$ cat src/rtl/axi_rd_arb2_pkg.sv
// Shared AXI widths and arbiter state encodings for the ROM read-port arbiter.
package axi_rd_arb2_pkg;

    localparam int AXI_ID_WIDTH   = 4;
    localparam int AXI_ADDR_WIDTH = 32;
    localparam int AXI_DATA_WIDTH = 32;

    localparam int ARB_STATE_W = 2;

    typedef enum logic [ARB_STATE_W-1:0] {
        ARB_IDLE = 2'd0,
        ARB_ADDR = 2'd1,
        ARB_DATA = 2'd2
    } arb_state_e;

endpackage

$ cat src/rtl/axi_rd_arb2_rr_pick2.sv
// Combinational 2-way round-robin picker: ptr names the favoured requester on a tie.
module rr_pick2 (
    input  logic [1:0] req,
    input  logic       ptr,
    output logic       gnt_idx,
    output logic       gnt_vld
);

    // Single requester wins outright; on a tie the pointer decides.
    always_comb begin
        gnt_vld = |req;
        if (req == 2'b11) gnt_idx = ptr;
        else              gnt_idx = req[1];
    end

endmodule

$ cat src/rtl/axi_rd_arb2.sv
// Two-master AXI4 read arbiter in front of the instruction ROM.
// One transaction at a time; grant held from AR handshake through rlast.
module axi_rd_arb2
    import axi_rd_arb2_pkg::*;
#(
    parameter int ID_W   = AXI_ID_WIDTH,
    parameter int ADDR_W = AXI_ADDR_WIDTH,
    parameter int DATA_W = AXI_DATA_WIDTH
) (
    input  logic              clk,
    input  logic              rst,
    // master 0
    input  logic              m0_arvalid,
    output logic              m0_arready,
    input  logic [ID_W-1:0]   m0_arid,
    input  logic [ADDR_W-1:0] m0_araddr,
    input  logic [7:0]        m0_arlen,
    input  logic [2:0]        m0_arsize,
    input  logic [1:0]        m0_arburst,
    input  logic              m0_arlock,
    input  logic [3:0]        m0_arcache,
    input  logic [2:0]        m0_arprot,
    input  logic [3:0]        m0_arqos,
    input  logic [3:0]        m0_arregion,
    output logic              m0_rvalid,
    input  logic              m0_rready,
    output logic [ID_W-1:0]   m0_rid,
    output logic [DATA_W-1:0] m0_rdata,
    output logic [1:0]        m0_rresp,
    output logic              m0_rlast,
    // master 1
    input  logic              m1_arvalid,
    output logic              m1_arready,
    input  logic [ID_W-1:0]   m1_arid,
    input  logic [ADDR_W-1:0] m1_araddr,
    input  logic [7:0]        m1_arlen,
    input  logic [2:0]        m1_arsize,
    input  logic [1:0]        m1_arburst,
    input  logic              m1_arlock,
    input  logic [3:0]        m1_arcache,
    input  logic [2:0]        m1_arprot,
    input  logic [3:0]        m1_arqos,
    input  logic [3:0]        m1_arregion,
    output logic              m1_rvalid,
    input  logic              m1_rready,
    output logic [ID_W-1:0]   m1_rid,
    output logic [DATA_W-1:0] m1_rdata,
    output logic [1:0]        m1_rresp,
    output logic              m1_rlast,
    // slave (ROM)
    output logic              s_arvalid,
    input  logic              s_arready,
    output logic [ID_W-1:0]   s_arid,
    output logic [ADDR_W-1:0] s_araddr,
    output logic [7:0]        s_arlen,
    output logic [2:0]        s_arsize,
    output logic [1:0]        s_arburst,
    output logic              s_arlock,
    output logic [3:0]        s_arcache,
    output logic [2:0]        s_arprot,
    output logic [3:0]        s_arqos,
    output logic [3:0]        s_arregion,
    input  logic              s_rvalid,
    output logic              s_rready,
    input  logic [ID_W-1:0]   s_rid,
    input  logic [DATA_W-1:0] s_rdata,
    input  logic [1:0]        s_rresp,
    input  logic              s_rlast,
    // status
    output logic              arb_grant,
    output logic              arb_busy
);

    arb_state_e state_q, state_d;
    logic       grant_q, grant_d;
    logic       rr_ptr, ptr_d;
    logic       pick_idx, pick_vld;

    rr_pick2 u_pick (
        .req     ({m1_arvalid, m0_arvalid}),
        .ptr     (rr_ptr),
        .gnt_idx (pick_idx),
        .gnt_vld (pick_vld)
    );

    assign arb_grant = grant_q;
    assign arb_busy  = (state_q == ARB_ADDR) || (state_q == ARB_DATA);

    // State, grant and round-robin pointer registers.
    always_ff @(posedge clk or posedge rst) begin
        if (rst) begin
            state_q <= ARB_IDLE;
            grant_q <= 1'b0;
            rr_ptr  <= 1'b0;
        end else begin
            state_q <= state_d;
            grant_q <= grant_d;
            rr_ptr  <= ptr_d;
        end
    end

    // Next state plus channel muxes; everything idles at zero outside its phase.
    always_comb begin
        state_d     = state_q;
        grant_d     = grant_q;
        ptr_d       = rr_ptr;
        s_arvalid   = 1'b0;
        s_arid      = '0;
        s_araddr    = '0;
        s_arlen     = '0;
        s_arsize    = '0;
        s_arburst   = '0;
        s_arlock    = 1'b0;
        s_arcache   = '0;
        s_arprot    = '0;
        s_arqos     = '0;
        s_arregion  = '0;
        m0_arready  = 1'b0;
        m1_arready  = 1'b0;
        s_rready    = 1'b0;
        m0_rvalid   = 1'b0;
        m0_rid      = '0;
        m0_rdata    = '0;
        m0_rresp    = '0;
        m0_rlast    = 1'b0;
        m1_rvalid   = 1'b0;
        m1_rid      = '0;
        m1_rdata    = '0;
        m1_rresp    = '0;
        m1_rlast    = 1'b0;

        case (state_q)
            ARB_IDLE: begin
                if (pick_vld) begin
                    grant_d = pick_idx;
                    state_d = ARB_ADDR;
                end
            end
            ARB_ADDR: begin
                if (grant_q) begin
                    s_arvalid  = m1_arvalid;
                    s_arid     = m1_arid;
                    s_araddr   = m1_araddr;
                    s_arlen    = m1_arlen;
                    s_arsize   = m1_arsize;
                    s_arburst  = m1_arburst;
                    s_arlock   = m1_arlock;
                    s_arcache  = m1_arcache;
                    s_arprot   = m1_arprot;
                    s_arqos    = m1_arqos;
                    s_arregion = m1_arregion;
                    m1_arready = s_arready;
                end else begin
                    s_arvalid  = m0_arvalid;
                    s_arid     = m0_arid;
                    s_araddr   = m0_araddr;
                    s_arlen    = m0_arlen;
                    s_arsize   = m0_arsize;
                    s_arburst  = m0_arburst;
                    s_arlock   = m0_arlock;
                    s_arcache  = m0_arcache;
                    s_arprot   = m0_arprot;
                    s_arqos    = m0_arqos;
                    s_arregion = m0_arregion;
                    m0_arready = s_arready;
                end
                if (s_arvalid && s_arready) state_d = ARB_DATA;
            end
            ARB_DATA: begin
                s_rready = grant_q ? m1_rready : m0_rready;
                if (grant_q) begin
                    m1_rvalid = s_rvalid;
                    m1_rid    = s_rid;
                    m1_rdata  = s_rdata;
                    m1_rresp  = s_rresp;
                    m1_rlast  = s_rlast;
                end else begin
                    m0_rvalid = s_rvalid;
                    m0_rid    = s_rid;
                    m0_rdata  = s_rdata;
                    m0_rresp  = s_rresp;
                    m0_rlast  = s_rlast;
                end
                // Burst done: hand priority to the other master.
                if (s_rvalid && s_rready && s_rlast) begin
                    state_d = ARB_IDLE;
                    ptr_d   = ~grant_q;
                end
            end
            default: state_d = ARB_IDLE;
        endcase
    end

endmodule

$ cat config.mk
export PLATFORM = sky130hd
export DESIGN_NAME = axi_rd_arb2
export DESIGN_NICKNAME = d
export VERILOG_FILES = /design/src/rtl/axi_rd_arb2_pkg.sv /design/src/rtl/axi_rd_arb2_rr_pick2.sv /design/src/rtl/axi_rd_arb2.sv
export SDC_FILE = /design/constraint.sdc
export NUM_CORES = 1
export LEC_CHECK = 0
export CAP_MARGIN = 10
export CORE_AREA = 2 2 127 129
export DETAILED_ROUTE_END_ITERATION = 10
export DIE_AREA = 0 0 129 131
export HOLD_SLACK_MARGIN = 0.06
export PLACE_DENSITY = 0.49
export SYNTH_ARGS = -nofsm -noshare
export SYNTH_HDL_FRONTEND = slang
export SYNTH_SLANG_ARGS = --single-unit
$ cat constraint.sdc
create_clock -name clk -period 2.3 [get_ports clk]
set_input_delay 0.345 -clock clk [delete_from_list [all_inputs] [get_ports clk]]
set_output_delay 0.345 -clock clk [all_outputs]
set_load 0.03 [all_outputs]
Word-level counts from Yosys, hierarchy flattened
Cells that the tools add are included.
- register bits after elaboration: 4
- bits of input ports: 177
- output and inout port bits: 151
- logic and storage cells: 73
- eq/ne operators: 6
- multiplexer cells: 54
- bitwise gates (word level): 1
- reduce and logical (&&, ||, !) cells: 9
- operators with widths (cell ; number):
    32-bit 2-to-1 mux ; 6
    4-bit 2-to-1 mux ; 12
    1-bit 2-to-1 mux ; 20
    2-bit 2-to-1 mux ; 9
    8-bit 2-to-1 mux ; 2
    3-bit 2-to-1 mux ; 4
    2-bit one-hot mux with 3 select lines ; 1
    2-bit == test (second input constant) ; 2
    2-bit by 1-bit != test with 1-bit output (second input constant) ; 2
    2-bit AND reduction ; 2
    1-bit logical AND ; 3
    3-bit AND reduction ; 1
    2-bit by 1-bit == test with 1-bit output (second input constant) ; 1
    2-bit logical NOT ; 1
    2-bit != test (second input constant) ; 1
    2-bit OR reduction ; 1
    1-bit logical OR ; 1
    1-bit NOT ; 1

Depth between registers and ports, before layout
- depth after elaboration: 5
- gate-level depth with buffers: 7
- depth with buffers taken out: 6

By module
A second synthesis with hierarchy kept.
- cells, all modules: 278
- area, all modules: 2033.2 sq um
- by module, submodules not included (module ; instances ; cells each ; area an instance (sq um) ; sequential area each (sq um)):
    axi_rd_arb2 ; 1 ; 275 ; 2015.7 ; 100.1
    rr_pick2 ; 1 ; 3 ; 17.5 ; 0.0

Worst setup path before layout
Ideal clock, no wire load.
- kind: register -> output
- start point: register grant_q (netlist: arb_grant)
- end point: output port s_araddr[30]
- data arrival time: 1.553 ns
- required time: 1.955 ns
- path slack: 0.402 ns
- stages on the path, launching flop included: 5
- path buffers: 2
- cells stage by stage: dfrtp_1 buf_2 buf_2 mux2i_1 nor2b_1
- longest elaborated chain between the ends: 2
- RTL lines (what ; RTL line ; text):
    start: declaration ; axi_rd_arb2.sv:75 ; logic grant_q, grant_d;
    start signal: assignment ; axi_rd_arb2.sv:97 ; grant_q <= grant_d;
    32-bit 2-to-1 mux ; axi_rd_arb2.sv:140 ; if (grant_q) begin
    32-bit 2-to-1 mux ; axi_rd_arb2.sv:132 ; case (state_q)
    end: declaration ; axi_rd_arb2.sv:54 ; output logic [ADDR_W-1:0] s_araddr,
No other way between the ends.

Final worst setup path
- start point: register state_q[0]
- end point: output port m0_rdata[13]
- longest elaborated chain between the ends: 2
- RTL lines (what ; RTL line ; text):
    start: declaration ; axi_rd_arb2.sv:74 ; arb_state_e state_q, state_d;
    start signal: assignment ; axi_rd_arb2.sv:96 ; state_q <= state_d;
    2-bit == test ; axi_rd_arb2.sv:132 ;
    32-bit 2-to-1 mux ; axi_rd_arb2.sv:132 ;
    end: declaration ; axi_rd_arb2.sv:28 ; output logic [DATA_W-1:0] m0_rdata,
No other way between the ends.

==> impl_metrics.prom <==
# TYPE chip_impl_metric gauge
chip_impl_metric{name="die-width",unit="µm"} 129
chip_impl_metric{name="synth_top_area_share",unit="%"} 32.6
chip_impl_metric{name="ant_nets",unit=""} 0
chip_impl_metric{name="setup_tns",unit="ns"} 0
chip_impl_metric{name="synth.yosys.warnings",unit=""} 0
chip_impl_metric{name="ir_worst_vdd",unit="µV"} 362
chip_impl_metric{name="place_hpwl",unit="µm"} 9580
chip_impl_metric{name="final-setup-viol-count",unit=""} 0
chip_impl_info{name="timing.critical_path.cells",value="inv_1 -> ha_1 -> nor2b_2 -> buf_6 -> and2_1 -> buf_4"} 1
chip_impl_metric{name="design.die.area",unit="mm²"} 0.0169
chip_impl_metric{name="floorplan.core_area",unit="mm²"} 0.0156
chip_impl_metric{name="nets_finish",unit=""} 766
chip_impl_metric{name="layout-drive-gt1-share",unit="%"} 27.9
chip_impl_info{name="synthTopCellsByArea",value="mux2i_1, nor2b_1, and3_1, and2_1, dfrtp_1"} 1
chip_impl_metric{name="initial_utilization",unit="%"} 13.0
chip_impl_metric{name="detail_route.first_pass.iterations",unit=""} 4
chip_impl_metric{name="portBuffers",unit=""} 327
chip_impl_metric{name="final_core_utilization",unit="%"} 33.7
chip_impl_metric{name="ys_ff_latch",unit=""} 4
chip_impl_info{name="crit_family",value="buffers and inverters"} 1
chip_impl_metric{name="tritoncts_num_sinks",unit=""} 4
chip_impl_metric{name="n_antenna_cell",unit=""} 0
chip_impl_metric{name="cp.required",unit="ns"} 1.96
chip_impl_info{name="worstSetupPathType",value="reg2out"} 1
chip_impl_info{name="hold_path.class",value="in2async"} 1
chip_impl_metric{name="maxSlewHeadroom",unit="%"} 74.7
chip_impl_metric{name="clk_latency",unit="ns"} 0.23
chip_impl_info{name="worst_setup_path_start_kind",value="flip-flop"} 1
chip_impl_metric{name="floorplan.io_pins",unit=""} 328
chip_impl_metric{name="final_hold_vio_count",unit=""} 0
chip_impl_metric{name="slowest_delay",unit="ns"} 0.38
chip_impl_info{name="endpoint_kind",value="output pin"} 1
chip_impl_metric{name="cp_data_arrival_time",unit="ns"} 1.80
chip_impl_metric{name="clkSlewWorstSetupHoldPaths",unit="ns"} 0.03
chip_impl_metric{name="vias_per_cell",unit=""} 3.86
chip_impl_info{name="rsz0062_at_grt",value="no"} 1
chip_impl_metric{name="timing_max_transition_violations_final",unit=""} 0
chip_impl_metric{name="drtIter0Drc",unit=""} 78
chip_impl_metric{name="pin_count_of_the_biggest_net_entering_global_routing",unit=""} 41
chip_impl_metric{name="leakage_power_total",unit="nW"} 2.58
chip_impl_info{name="reg2reg_from",value="state_q[0]"} 1
chip_impl_metric{name="syn2layout_area_growth",unit="%"} 159
chip_impl_metric{name="worst-path-buf-inv",unit=""} 3
chip_impl_metric{name="setup.reg_to_reg.worst_slack",unit="ns"} 0.43
chip_impl_metric{name="layout_setup_ws",unit="ns"} 0.150
chip_impl_info{name="startpoint",value="state_q[0]"} 1
chip_impl_metric{name="placement_rows",unit=""} 46
chip_impl_metric{name="power-per-cell-area",unit="mW/mm²"} 949
chip_impl_metric{name="synth_area_per_cell",unit="µm²"} 7.34
chip_impl_metric{name="wire_length_of_the_first_global_routing_pass",unit="µm"} 15700
chip_impl_metric{name="max_freq",unit="MHz"} 465
chip_impl_metric{name="dr_total_vias",unit=""} 3090
chip_impl_metric{name="period_share",unit="%"} 93.5
chip_impl_metric{name="place_worst_setup_slack",unit="ns"} 0.318
chip_impl_info{name="crit-reg2reg-capture",value="state_q[1]"} 1
chip_impl_metric{name="wire_per_inst",unit="µm"} 14.3
chip_impl_metric{name="number_of_antenna_violations_at_the_first_check_in_global_routing",unit=""} 0
chip_impl_metric{name="globalRoute.totalOverflow",unit=""} 0
chip_impl_metric{name="globalRouteTotalUtil",unit="%"} 11.7
chip_impl_metric{name="synth_sequential_area_ratio",unit="%"} 4.94
chip_impl_info{name="slowest_stage",value="dfrtp_1"} 1
chip_impl_metric{name="path_max_fanout",unit=""} 40
chip_impl_metric{name="finalWeightedCongestion",unit=""} 0.862
chip_impl_metric{name="ctsHoldBuffers",unit=""} 0
chip_impl_metric{name="post-route-drc-count",unit=""} 0
chip_impl_metric{name="worst_r2r_path_depth",unit=""} 6
chip_impl_metric{name="htreeDepth",unit=""} 1
chip_impl_metric{name="yosysUniqueCellTypes",unit=""} 23
chip_impl_info{name="synth_top_cell_by_area",value="mux2i_1"} 1
chip_impl_metric{name="cts.path.max_buffers",unit=""} 2
chip_impl_metric{name="skew",unit="ns"} 0.00116
chip_impl_metric{name="report.power.total",unit="mW"} 4.98
chip_impl_metric{name="routed_wl",unit="µm"} 11400
chip_impl_info{name="cts.root.buffer_cell",value="clkbuf_16"} 1
chip_impl_metric{name="number_of_cts_inserted_buffers",unit=""} 3
chip_impl_metric{name="period_minus_slack",unit="ns"} 2.15
chip_impl_metric{name="post_synthesis_cell_area",unit="mm²"} 0.00203
chip_impl_info{name="status",value="complete, no violations"} 1
chip_impl_metric{name="post_synth_inst_count",unit=""} 276
chip_impl_metric{name="worst_pin_slew",unit="ns"} 0.380
chip_impl_metric{name="synth_nets",unit=""} 456
chip_impl_metric{name="final.hold.worst_slack",unit="ns"} 0.318
chip_impl_metric{name="fp.dieH",unit="µm"} 131
chip_impl_metric{name="drv.max_cap_violation_count",unit=""} 0
chip_impl_metric{name="grt_pass1_vias",unit=""} 2855
chip_impl_info{name="cts_tree",value="yes"} 1
-- flip-flops by register name (all words and copies together) (netlist names) --
name and count:
arb_grant 1, rr_ptr 1, state_q 2
-- synth_stat cells (all sizes together) --
| library cell | instances |
|---|---|
| o21ai | 1 |
| dfrtp | 4 |
| o21a | 1 |
| nand4 | 1 |
| mux2i | 66 |
| a211oi | 1 |
| and2 | 41 |
| a2bb2oi | 1 |
| a31oi | 1 |
| ha | 3 |
| and3 | 42 |
| inv | 4 |
| nand2b | 2 |
| nor2b | 67 |
| mux2 | 2 |
| nor2 | 3 |
| o2bb2ai | 1 |
| nand2 | 2 |
| buf | 14 |
| clkbuf | 15 |
| a41oi | 1 |
| a21oi | 3 |
-- power by group --
group          internal, mW  switching [mW]  total [mW]
clock                 0.229          0.0537       0.283
sequential            0.105           0.105       0.210
combinational          1.93            2.56        4.49
total                  2.26            2.72        4.98
-- logic make-up (layout without fill, tap and decap cells) --
| group | after synthesis | count (layout) | share of synthesized area [%] |
|---|---|---|---|
| flip-flops | 4 | 4 | 4.94 |
| multiplexers | 68 | 68 | 33.7 |
| AO/OA/AOI/OAI | 10 | 10 | 3.58 |
| AND/OR/NAND/NOR | 158 | 158 | 48.2 |
| buffers and inverters | 33 | 342 | 7.72 |
| adder cells (fa/ha/maj) | 3 | 3 | 1.85 |
-- worst reg2reg max path, stage by stage, from the launching register on --
cell and delay [ns]:
dfrtp_1 0.38, inv_1 0.10, ha_1 0.30, buf_4 0.37
o21a_1 0.22, a211oi_2 0.05, mux2_1 0.32
-- timing repair --
action,in CTS,in global routing
buffers inserted,0,0
resized for setup,0,1
endpoints found under the hold margin,0,0
setup endpoints to repair,0,40
-- area by class of cell --
type / instances / area (µm²)
tap: 216 / 270
clock buffer: 4 / 78.8
timing repair buffer: 334 / 3010
sequential: 4 / 104
inverter: 4 / 15.0
multi-input combinational: 239 / 1770
fill: 1664 / 10300
-- routing by layer --
layer / global-route usage (%) / share of wire [%] / vias to the layer above
met3: 3.01 / 8.6 / 10
met5: 0 / 0 / -
met1: 13.4 / 37 / 1375
met4: 2.24 / 1.1 / 0
met2: 22.2 / 53 / 151
li1: - / - / 1554
-- worst max-delay path by stage --
| stage | endpoint | slack [ns] | depth (start not counted) |
|---|---|---|---|
| after CTS | m0_rdata[13] | 0.07 | 6 |
| after detailed placement | m0_rdata[13] | 0.32 | 6 |
| after floorplan | s_araddr[30] | 0.40 | 4 |
| after global routing | m0_rid[2] | 0.002 | 6 |
| after global placement | m0_rresp[0] | 0.41 | 6 |
| final | m0_rdata[13] | 0.15 | 6 |
-- placed cells by master, fill, tap and decap left out, types with 2 or more instances in the layout --
cell type,count
clkdlybuf4s50_1,178
buf_4,151
mux2i_1,66
nor2b_1,66
and3_1,42
and2_1,41
inv_1,4
buf_12,4
a21oi_1,3
nor2_1,3
clkbuf_16,3
dfrtp_1,3
nand2_1,2
nand2b_1,2
mux2_1,2
ha_1,2
-- per-stage QoR --
step	cells	instance area [µm²]
detailed placement	797	5170
global placement	797	5170
CTS	801	5250
global route	801	5250
floorplan	276	2030
finish	801	5250
Power figures use the tool's default switching activity.
